`src/rtl/fanout_front_end.sv`:
```
// rtl/fanout_front_end.sv - message front end: header capture, backend handshake, data write gating
package fanout_pkg;

  // Forward token: valid plus a token code; payload travels beside it to the buffers.
  typedef struct packed {
    logic       v;
    logic [2:0] tok;
  } FTk_t;

  // Back-prop token: n is the nack; s is a sideband bit this block never drives.
  typedef struct packed {
    logic n;
    logic s;
  } BTk_t;

  localparam logic [2:0] TK_DATA    = 3'd0;
  localparam logic [2:0] TK_ACQ_MSG = 3'd1;
  localparam logic [2:0] TK_ACQ_FLG = 3'd2;
  localparam logic [2:0] TK_RLS_MSG = 3'd3;
  localparam logic [2:0] TK_RLS_FLG = 3'd4;

  typedef struct packed {
    logic acq_message;
    logic acq_flagmsg;
    logic rls_message;
    logic rls_flagmsg;
  } tok_dec_t;

  // Unassigned codes decode as plain data.
  function automatic tok_dec_t TokenDec(input logic [2:0] tok);
    tok_dec_t d;
    d.acq_message = (tok == TK_ACQ_MSG);
    d.acq_flagmsg = (tok == TK_ACQ_FLG);
    d.rls_message = (tok == TK_RLS_MSG);
    d.rls_flagmsg = (tok == TK_RLS_FLG);
    return d;
  endfunction

endpackage

module fanout_front_end #(
  parameter int NUM_ID = 3
) (
  input  logic             clock,
  input  logic             reset,
  input  fanout_pkg::FTk_t I_FTk,
  output fanout_pkg::BTk_t O_BTk,
  input  fanout_pkg::BTk_t I_BTk,
  output logic             O_Req,
  input  logic             I_Ack,
  output logic             O_We_BUFF_ID,
  output logic             O_We_BUFF,
  input  logic             I_Full_Buff,
  output logic             O_Unit_Length,
  output logic             O_is_Busy
);

  // Counter holds up to NUM_ID-1; NUM_ID must be at least 2.
  localparam int CW = $clog2(NUM_ID);
  localparam logic [CW-1:0] LAST_ID = CW'(NUM_ID - 1);

  typedef enum logic [1:0] {
    ST_INIT    = 2'd0,
    ST_CAPT_ID = 2'd1,
    ST_REQ     = 2'd2,
    ST_RUN     = 2'd3
  } state_e;

  state_e              r_state;
  state_e              w_state_nxt;
  logic [CW-1:0]       r_cnt;
  logic [CW-1:0]       w_cnt_nxt;
  logic                r_full;
  logic                r_first;
  logic                w_first_nxt;
  logic                r_unit_len;
  logic                w_unit_len_nxt;
  logic                w_nack;
  logic                w_acc;
  logic                w_acquire;
  logic                w_release;
  logic                w_we_id;
  logic                w_we_data;
  logic                w_unused_btk_s;
  fanout_pkg::tok_dec_t w_dec;

  assign w_unused_btk_s = I_BTk.s;

  assign w_dec     = fanout_pkg::TokenDec(I_FTk.tok);
  assign w_acquire = w_dec.acq_message | w_dec.acq_flagmsg;
  assign w_release = w_dec.rls_message | w_dec.rls_flagmsg;

  // Nack while the buffer was full last cycle, downstream pushes back, or the
  // backend has not yet granted the pending request.
  assign w_nack = r_full | I_BTk.n | ((r_state == ST_REQ) & ~I_Ack);
  assign w_acc  = I_FTk.v & ~w_nack;

  assign O_BTk.n       = w_nack;
  assign O_BTk.s       = 1'b0;
  assign O_Req         = (r_state == ST_REQ);
  assign O_We_BUFF_ID  = w_we_id;
  assign O_We_BUFF     = w_we_data;
  assign O_Unit_Length = r_unit_len;
  assign O_is_Busy     = (r_state != ST_INIT);

  // State, ID counter, first-word and unit-length flags, registered buffer-full.
  always_ff @(posedge clock) begin
    if (reset) begin
      r_state    <= ST_INIT;
      r_cnt      <= '0;
      r_full     <= 1'b0;
      r_first    <= 1'b0;
      r_unit_len <= 1'b0;
    end else begin
      r_state    <= w_state_nxt;
      r_cnt      <= w_cnt_nxt;
      r_full     <= I_Full_Buff;
      r_first    <= w_first_nxt;
      r_unit_len <= w_unit_len_nxt;
    end
  end

  // Next-state and write-enable decode; only accepted tokens move anything.
  always_comb begin
    w_state_nxt    = r_state;
    w_cnt_nxt      = r_cnt;
    w_first_nxt    = r_first;
    w_unit_len_nxt = r_unit_len;
    w_we_id        = 1'b0;
    w_we_data      = 1'b0;
    case (r_state)
      ST_INIT: begin
        if (w_acc && w_acquire) begin
          w_we_id        = 1'b1;
          w_cnt_nxt      = CW'(1);
          w_unit_len_nxt = 1'b0;
          w_state_nxt    = ST_CAPT_ID;
        end
      end
      ST_CAPT_ID: begin
        if (w_acc) begin
          if (w_release) begin
            // A release inside the header abandons the message without a write.
            w_cnt_nxt   = '0;
            w_state_nxt = ST_INIT;
          end else begin
            w_we_id = 1'b1;
            if (r_cnt == LAST_ID) begin
              w_cnt_nxt   = '0;
              w_state_nxt = ST_REQ;
            end else begin
              w_cnt_nxt = r_cnt + CW'(1);
            end
          end
        end
      end
      ST_REQ: begin
        if (I_Ack) begin
          w_first_nxt = 1'b1;
          w_state_nxt = ST_RUN;
        end
      end
      ST_RUN: begin
        if (w_acc) begin
          w_we_data   = 1'b1;
          w_first_nxt = 1'b0;
          if (w_release) begin
            if (r_first) begin
              w_unit_len_nxt = 1'b1;
            end
            w_state_nxt = ST_INIT;
          end
        end
      end
      default: begin
        w_cnt_nxt   = '0;
        w_state_nxt = ST_INIT;
      end
    endcase
  end

endmodule

```
`config.mk`:
```
export PLATFORM = sky130hd
export DESIGN_NAME = fanout_front_end
export DESIGN_NICKNAME = d
export VERILOG_FILES = /design/src/rtl/fanout_front_end.sv
export SDC_FILE = /design/constraint.sdc
export NUM_CORES = 1
export LEC_CHECK = 0
export CAP_MARGIN = 10
export CORE_AREA = 4 4 41 43
export CTS_CLUSTER_SIZE = 24
export DETAILED_ROUTE_END_ITERATION = 6
export DIE_AREA = 0 0 45 47
export PLACE_DENSITY = 0.73
export SLEW_MARGIN = 0
export SYNTH_ARGS = -nofsm -noshare
export SYNTH_HDL_FRONTEND = slang
export SYNTH_SLANG_ARGS = --single-unit
```
`constraint.sdc`:
```
create_clock -name clock -period 1.4 [get_ports clock]
set_input_delay 0.28 -clock clock [delete_from_list [all_inputs] [get_ports clock]]
set_output_delay 0.28 -clock clock [all_outputs]
set_load 0.05 [all_outputs]
```
==> flow_summary.json, run 1 <==
{
  "hold_buffers": 0,
  "num_vias": 527,
  "fmax_mhz": 645,
  "grt_pass1_vias": 497,
  "finalMaxSlewViolations": 0,
  "area_delta_synth_final_pct": 80.5,
  "track_usage": 0.137,
  "reg2regPathDepth": 5,
  "cp_max_fo": 3,
  "yosys_register_bits": 7,
  "synthesis.nets": 65,
  "cap_violations": 0,
  "nNetsFinal": 97,
  "remaining_drc_errors": 0,
  "crit_family": "simple AND/OR/NAND/NOR gates",
  "path_depth": 3,
  "cts_tree": "done",
  "ys_types": 35,
  "ys_seq_area_frac": 0.291,
  "setup_viol": 3,
  "clkLatencyLatePin_ns": 0.24,
  "synth_warnings": 0,
  "antenna_found_initial": 0,
  "clockRootBuffer": "clkbuf_4",
  "cts_buffers": 3,
  "antenna_left": 0,
  "path_cells": "nor4b_4, and4_4, buf_12",
  "clk_path_buf_depth": 2,
  "synthesis.area_um2": 482,
  "drt_iter0_drc": 17,
  "initial_core_util": 0.370,
  "dpl.hpwl_um": 991,
  "worst-path-buf-inv": 1,
  "endpoint_kind": "output pin",
  "drive_above_1_share": 0.477,
  "final_cell_area_um2": 870,
  "path_clk_slew_ns": 0.06,
  "cp-start-kind": "flop",
  "final_core_util": 0.668,
  "worstPathRequired_ns": 1.12,
  "synth_top_area_frac": 0.291,
  "syn_inst": 55,
  "yosys.area.top_type": "dfxtp_1",
  "pin_count": 17,
  "die_h_um": 47,
  "fin_cells": 101,
  "hold_viol": 0,
  "vdd_drop_max_v": 0.000592,
  "viasPerCell": 5.22,
  "violations": "negative setup slack",
  "synth-edff-count": 0,
  "cpPeakStageDelay_ns": 0.34,
  "placed_cell_area_um2": 773,
  "grt_first_pass_wirelength_um": 2110,
  "wirelength_um": 1360,
  "grt_overflow": 0,
  "clock-sinks": 7,
  "post-route-period-util": 1.11,
  "period_minus_slack_ns": 1.55,
  "pre_cts_ws_ns": -0.361,
  "cpMaxStageDelayCell": "dfxtp_2",
  "dr.pass1.iters": 4,
  "rsz0062_at_grt": "true",
  "dpl.cell_count": 93,
  "core-area_um2": 1300,
  "p_total_mw": 0.525,
  "gp_congestion": 0.743,
  "cts_max_level": 1,
  "rows": 13,
  "p_leak_nw": 0.349,
  "worst_slack_ns": -0.151,
  "die-area_um2": 2120,
  "synth_ff_type": "dfxtp_1",
  "worstPathArrival_ns": 1.27,
  "power.density_nw_per_um2": 603,
  "wire_per_inst_um": 13.5,
  "synth_area_per_cell_um2": 8.76,
  "worstSetupPathType": "flop to output pin",
  "hold_class": "flop to flop",
  "fillCellCount": 110,
  "antenna_cells": 0,
  "whs_path_depth": 2,
  "synthArstFlopShare": 0,
  "skew_ns": 0.00410,
  "outcome": "finished, violations left",
  "synthTopCellsByArea": "dfxtp_1 29%, nor4b_4 4.9%, nor2_1 3.9%, a21oi_1 3.1%, buf_4 3.1%",
  "grt_start_max_net_pins": 8,
  "io_buffers": 14,
  "die_w_um": 45
}
path summary, 6_finish.rpt:
path,startpoint,to,slack [ns]
setup / recovery,r_full,O_We_BUFF_ID,-0.15
hold / removal,r_first,r_first,0.47
setup reg to reg,flop,r_state[0],0.03
hold reg to reg,r_first,r_first,0.47
cells by family (layout without fill, tap and decap cells):
logic type | count (synthesis) | count (layout) | share of synthesized area
AO/OA/AOI/OAI | 15 | 15 | 0.236
XOR/XNOR | 1 | 1 | 0.0182
buffers and inverters | 8 | 39 | 0.0961
flip-flops | 7 | 7 | 0.291
other | 1 | 1 | 0.00778
AND/OR/NAND/NOR | 23 | 23 | 0.351
cells in the final DEF (no fill, tap or decap), types with 2 or more instances in the layout:
cell,count
buf_4,15
buf_12,6
dfxtp_1,4
dlygate4sd2_1,4
nor2_1,3
inv_1,3
a21oi_1,3
clkbuf_4,3
and4_4,2
nand2_1,2
o21ai_0,2
a31oi_1,2
dfxtp_4,2
clkdlybuf4s15_1,2
clkdlybuf4s50_1,2
buf_6,2
cells in the mapped netlist (2+ instances only):
cell type,number
nor2_1,5
nand2_1,2
buf_4,2
a21oi_1,3
a31oi_1,2
nor2b_1,2
inv_1,4
o21ai_0,2
dfxtp_1,7
worst min-delay path: cells and delay by family, from the launching register on:
family,cells,cell delay (ns)
DFF,1,0.30
AOI/OAI and AO/OA,2,0.12
per-layer routing:
metal	vias to the layer above	wire length, um	global-route usage
met5	-	0	0
met4	0	0	0.0351
met3	0	99	0.0383
met2	20	708	0.237
met1	238	554	0.167
li1	269	-	-
area by class of cell:
| type | instances | area, um2 | share of cell area |
|---|---|---|---|
| multi-input cells | 40 | 330 | 0.380 |
| repair buffers | 31 | 330 | 0.380 |
| flip-flops and latches | 7 | 149 | 0.171 |
| clock buffers | 4 | 26.3 | 0.0302 |
| well taps | 15 | 18.8 | 0.0216 |
| inverters | 4 | 15.0 | 0.0173 |
metrics by stage:
stage / TNS (ns) / hold WS [ns]
finish: -0.250 / 0.472
global route: -0.451 / 0.516
CTS: -0.221 / 0.472
detailed placement: -2.15 / 0.464
global placement: -2.15 / 0.463
floorplan: -0.0647 / 0.349
report_power, final:
part	switching (mW)	internal, mW
combinational	0.0643	0.0710
sequential	0.00523	0.201
clock	0.0744	0.109
what timing repair did:
item	CTS	global route
resized for setup	14	8
endpoints found under the hold margin	0	0
pin swaps	3	6
setup endpoints to repair	7	6
buffers inserted	3	1
No activity file was read; power rests on OpenSTA's default activity.
==> inputs of run 2 (changes only) <==
- CORE_AREA: 4 4 41 43 -> 10 10 47 49
- DIE_AREA: 0 0 45 47 -> 0 0 57 59
- DONT_BUFFER_PORTS: unset -> 1
- PLACE_DENSITY: 0.73 -> 0.56
- REMOVE_ABC_BUFFERS: unset -> 1
==> flow_summary.json, run 2 (same netlist as run 1, synthesis figures left out) <==
{
  "vdd_drop_max_v": 0.000570,
  "hold_viol": 0,
  "io_buffers": 0,
  "dr.pass1.iters": 4,
  "dpl.cell_count": 78,
  "die_h_um": 59,
  "skew_ns": 0.00671,
  "period_minus_slack_ns": 1.58,
  "worstPathArrival_ns": 1.30,
  "nNetsFinal": 80,
  "cp-start-kind": "flop",
  "drt_iter0_drc": 13,
  "path_clk_slew_ns": 0.06,
  "fin_cells": 85,
  "clkLatencyLatePin_ns": 0.26,
  "mostFrequentLayoutCell": "buf_4",
  "antenna_cells": 0,
  "cap_violations": 0,
  "viasPerCell": 5.52,
  "r2r_slack_ns": 0.08,
  "worstSetupPathType": "flop to output pin",
  "clockRootBuffer": "clkbuf_4",
  "power.density_nw_per_um2": 737,
  "post-route-period-util": 1.13,
  "antenna_left": 0,
  "cts_buffers": 3,
  "cts_max_level": 1,
  "wire_per_inst_um": 15.1,
  "clock-sinks": 7,
  "cp_max_fo": 3,
  "clk_path_buf_depth": 2,
  "hold_buffers": 0,
  "fmax_mhz": 634,
  "pin_count": 17,
  "antenna_found_initial": 0,
  "worstPathRequired_ns": 1.12,
  "grt_first_pass_wirelength_um": 2080,
  "grt_pass1_vias": 463,
  "gp_congestion": 0.807,
  "crit_end": "O_We_BUFF_ID",
  "wirelength_um": 1290,
  "cts_tree": "done",
  "area_delta_synth_final_pct": 36.9,
  "remaining_drc_errors": 0,
  "p_leak_nw": 0.253,
  "setup_viol": 3,
  "grt_overflow": 0,
  "timing.rr.end": "r_state[0]",
  "dpl.hpwl_um": 944,
  "rsz0062_at_grt": "true",
  "violations": "negative setup slack",
  "finalMaxSlewViolations": 0,
  "reg2regPathDepth": 5,
  "final_cell_mix": "10 x buf_4, 4 x dfxtp_1, 4 x nor2_1",
  "p_total_mw": 0.486,
  "hold_class": "input pin to flop",
  "endpoint_kind": "output pin",
  "die_w_um": 57,
  "drive_above_1_share": 0.449,
  "grt_start_max_net_pins": 9,
  "initial_core_util": 0.344,
  "outcome": "finished, violations left",
  "die-area_um2": 3360,
  "worst_slack_ns": -0.177,
  "rows": 14,
  "core-area_um2": 1400,
  "track_usage": 0.0810,
  "num_vias": 469
}
## run 2: changes by cell type in the layout (fill, tap and decap cells not counted), moves of 2 or more
cell	before	now
buf_12	6	1
buf_4	15	10
dlygate4sd2_1	4	0
clkdlybuf4s15_1	2	0
clkdlybuf4s50_1	2	0
## run 2: layer usage
layer | global-route usage | vias to the layer above | share of wire
met4 | 0.0805 | 0 | 0.038
met3 | 0.0451 | 5 | 0.13
met2 | 0.116 | 21 | 0.47
met5 | 0 | - | 0
met1 | 0.0800 | 214 | 0.37
li1 | - | 229 | -
## run 2: area by class of cell
| class | count | area, um2 |
|---|---|---|
| repair buffers | 14 | 129 |
| well taps | 16 | 20.0 |
| clock buffers | 4 | 26.3 |
| multi-input cells | 40 | 318 |
| inverters | 4 | 15.0 |
| flip-flops and latches | 7 | 151 |
| fillers | 146 | 742 |
## run 2: per-stage QoR
stage	hold WS, ns	worst slack (ns)	setup TNS [ns]	instance area [um2]	utilization
floorplan	0.349	-0.666	-1.28	450	-
global placement	0.352	0.0157	0	571	0.407
detailed placement	0.352	0.0293	0	571	0.407
CTS	0.0748	-0.183	-0.239	653	0.466
global route	0.0666	-0.212	-0.381	659	0.471
finish	0.0714	-0.177	-0.239	659	0.471
## run 2: how the worst min path moves through the flow
stage / startpoint / to / cells after the start
global placement: reset / r_first / 1
floorplan: reset / r_first / 1
CTS: reset / r_full / 1
finish: reset / r_full / 1
detailed placement: reset / r_first / 1
global route: reset / r_full / 1
## run 2: critical path, stage by stage (launching register included)
cell     delay [ns]
dfxtp_4        0.36
nor4b_4        0.27
and4_4         0.27
buf_12         0.13
## run 2: repair_timing
| item | 4_1_cts | 5_1_grt |
|---|---|---|
| pin swaps | 5 | 3 |
| setup buffers | 3 | 0 |
| setup endpoints to repair | 3 | 5 |
| gates resized for setup | 13 | 2 |
## run 2: where the power goes
part	leakage, nW	switching [mW]	total (mW)	internal [mW]
clock	0.0150	0.0866	0.196	0.110
sequential	0.0590	0.00547	0.205	0.200
combinational	0.179	0.0453	0.0844	0.0391
==> inputs of run 3 (changes only) <==
- SKIP_LAST_GASP: unset -> 1
==> results of run 3 <==
Final layout, timing and power as in run 2 (identical DEF).
Main changes from that run: number of gates resized after CTS 13 -> 11
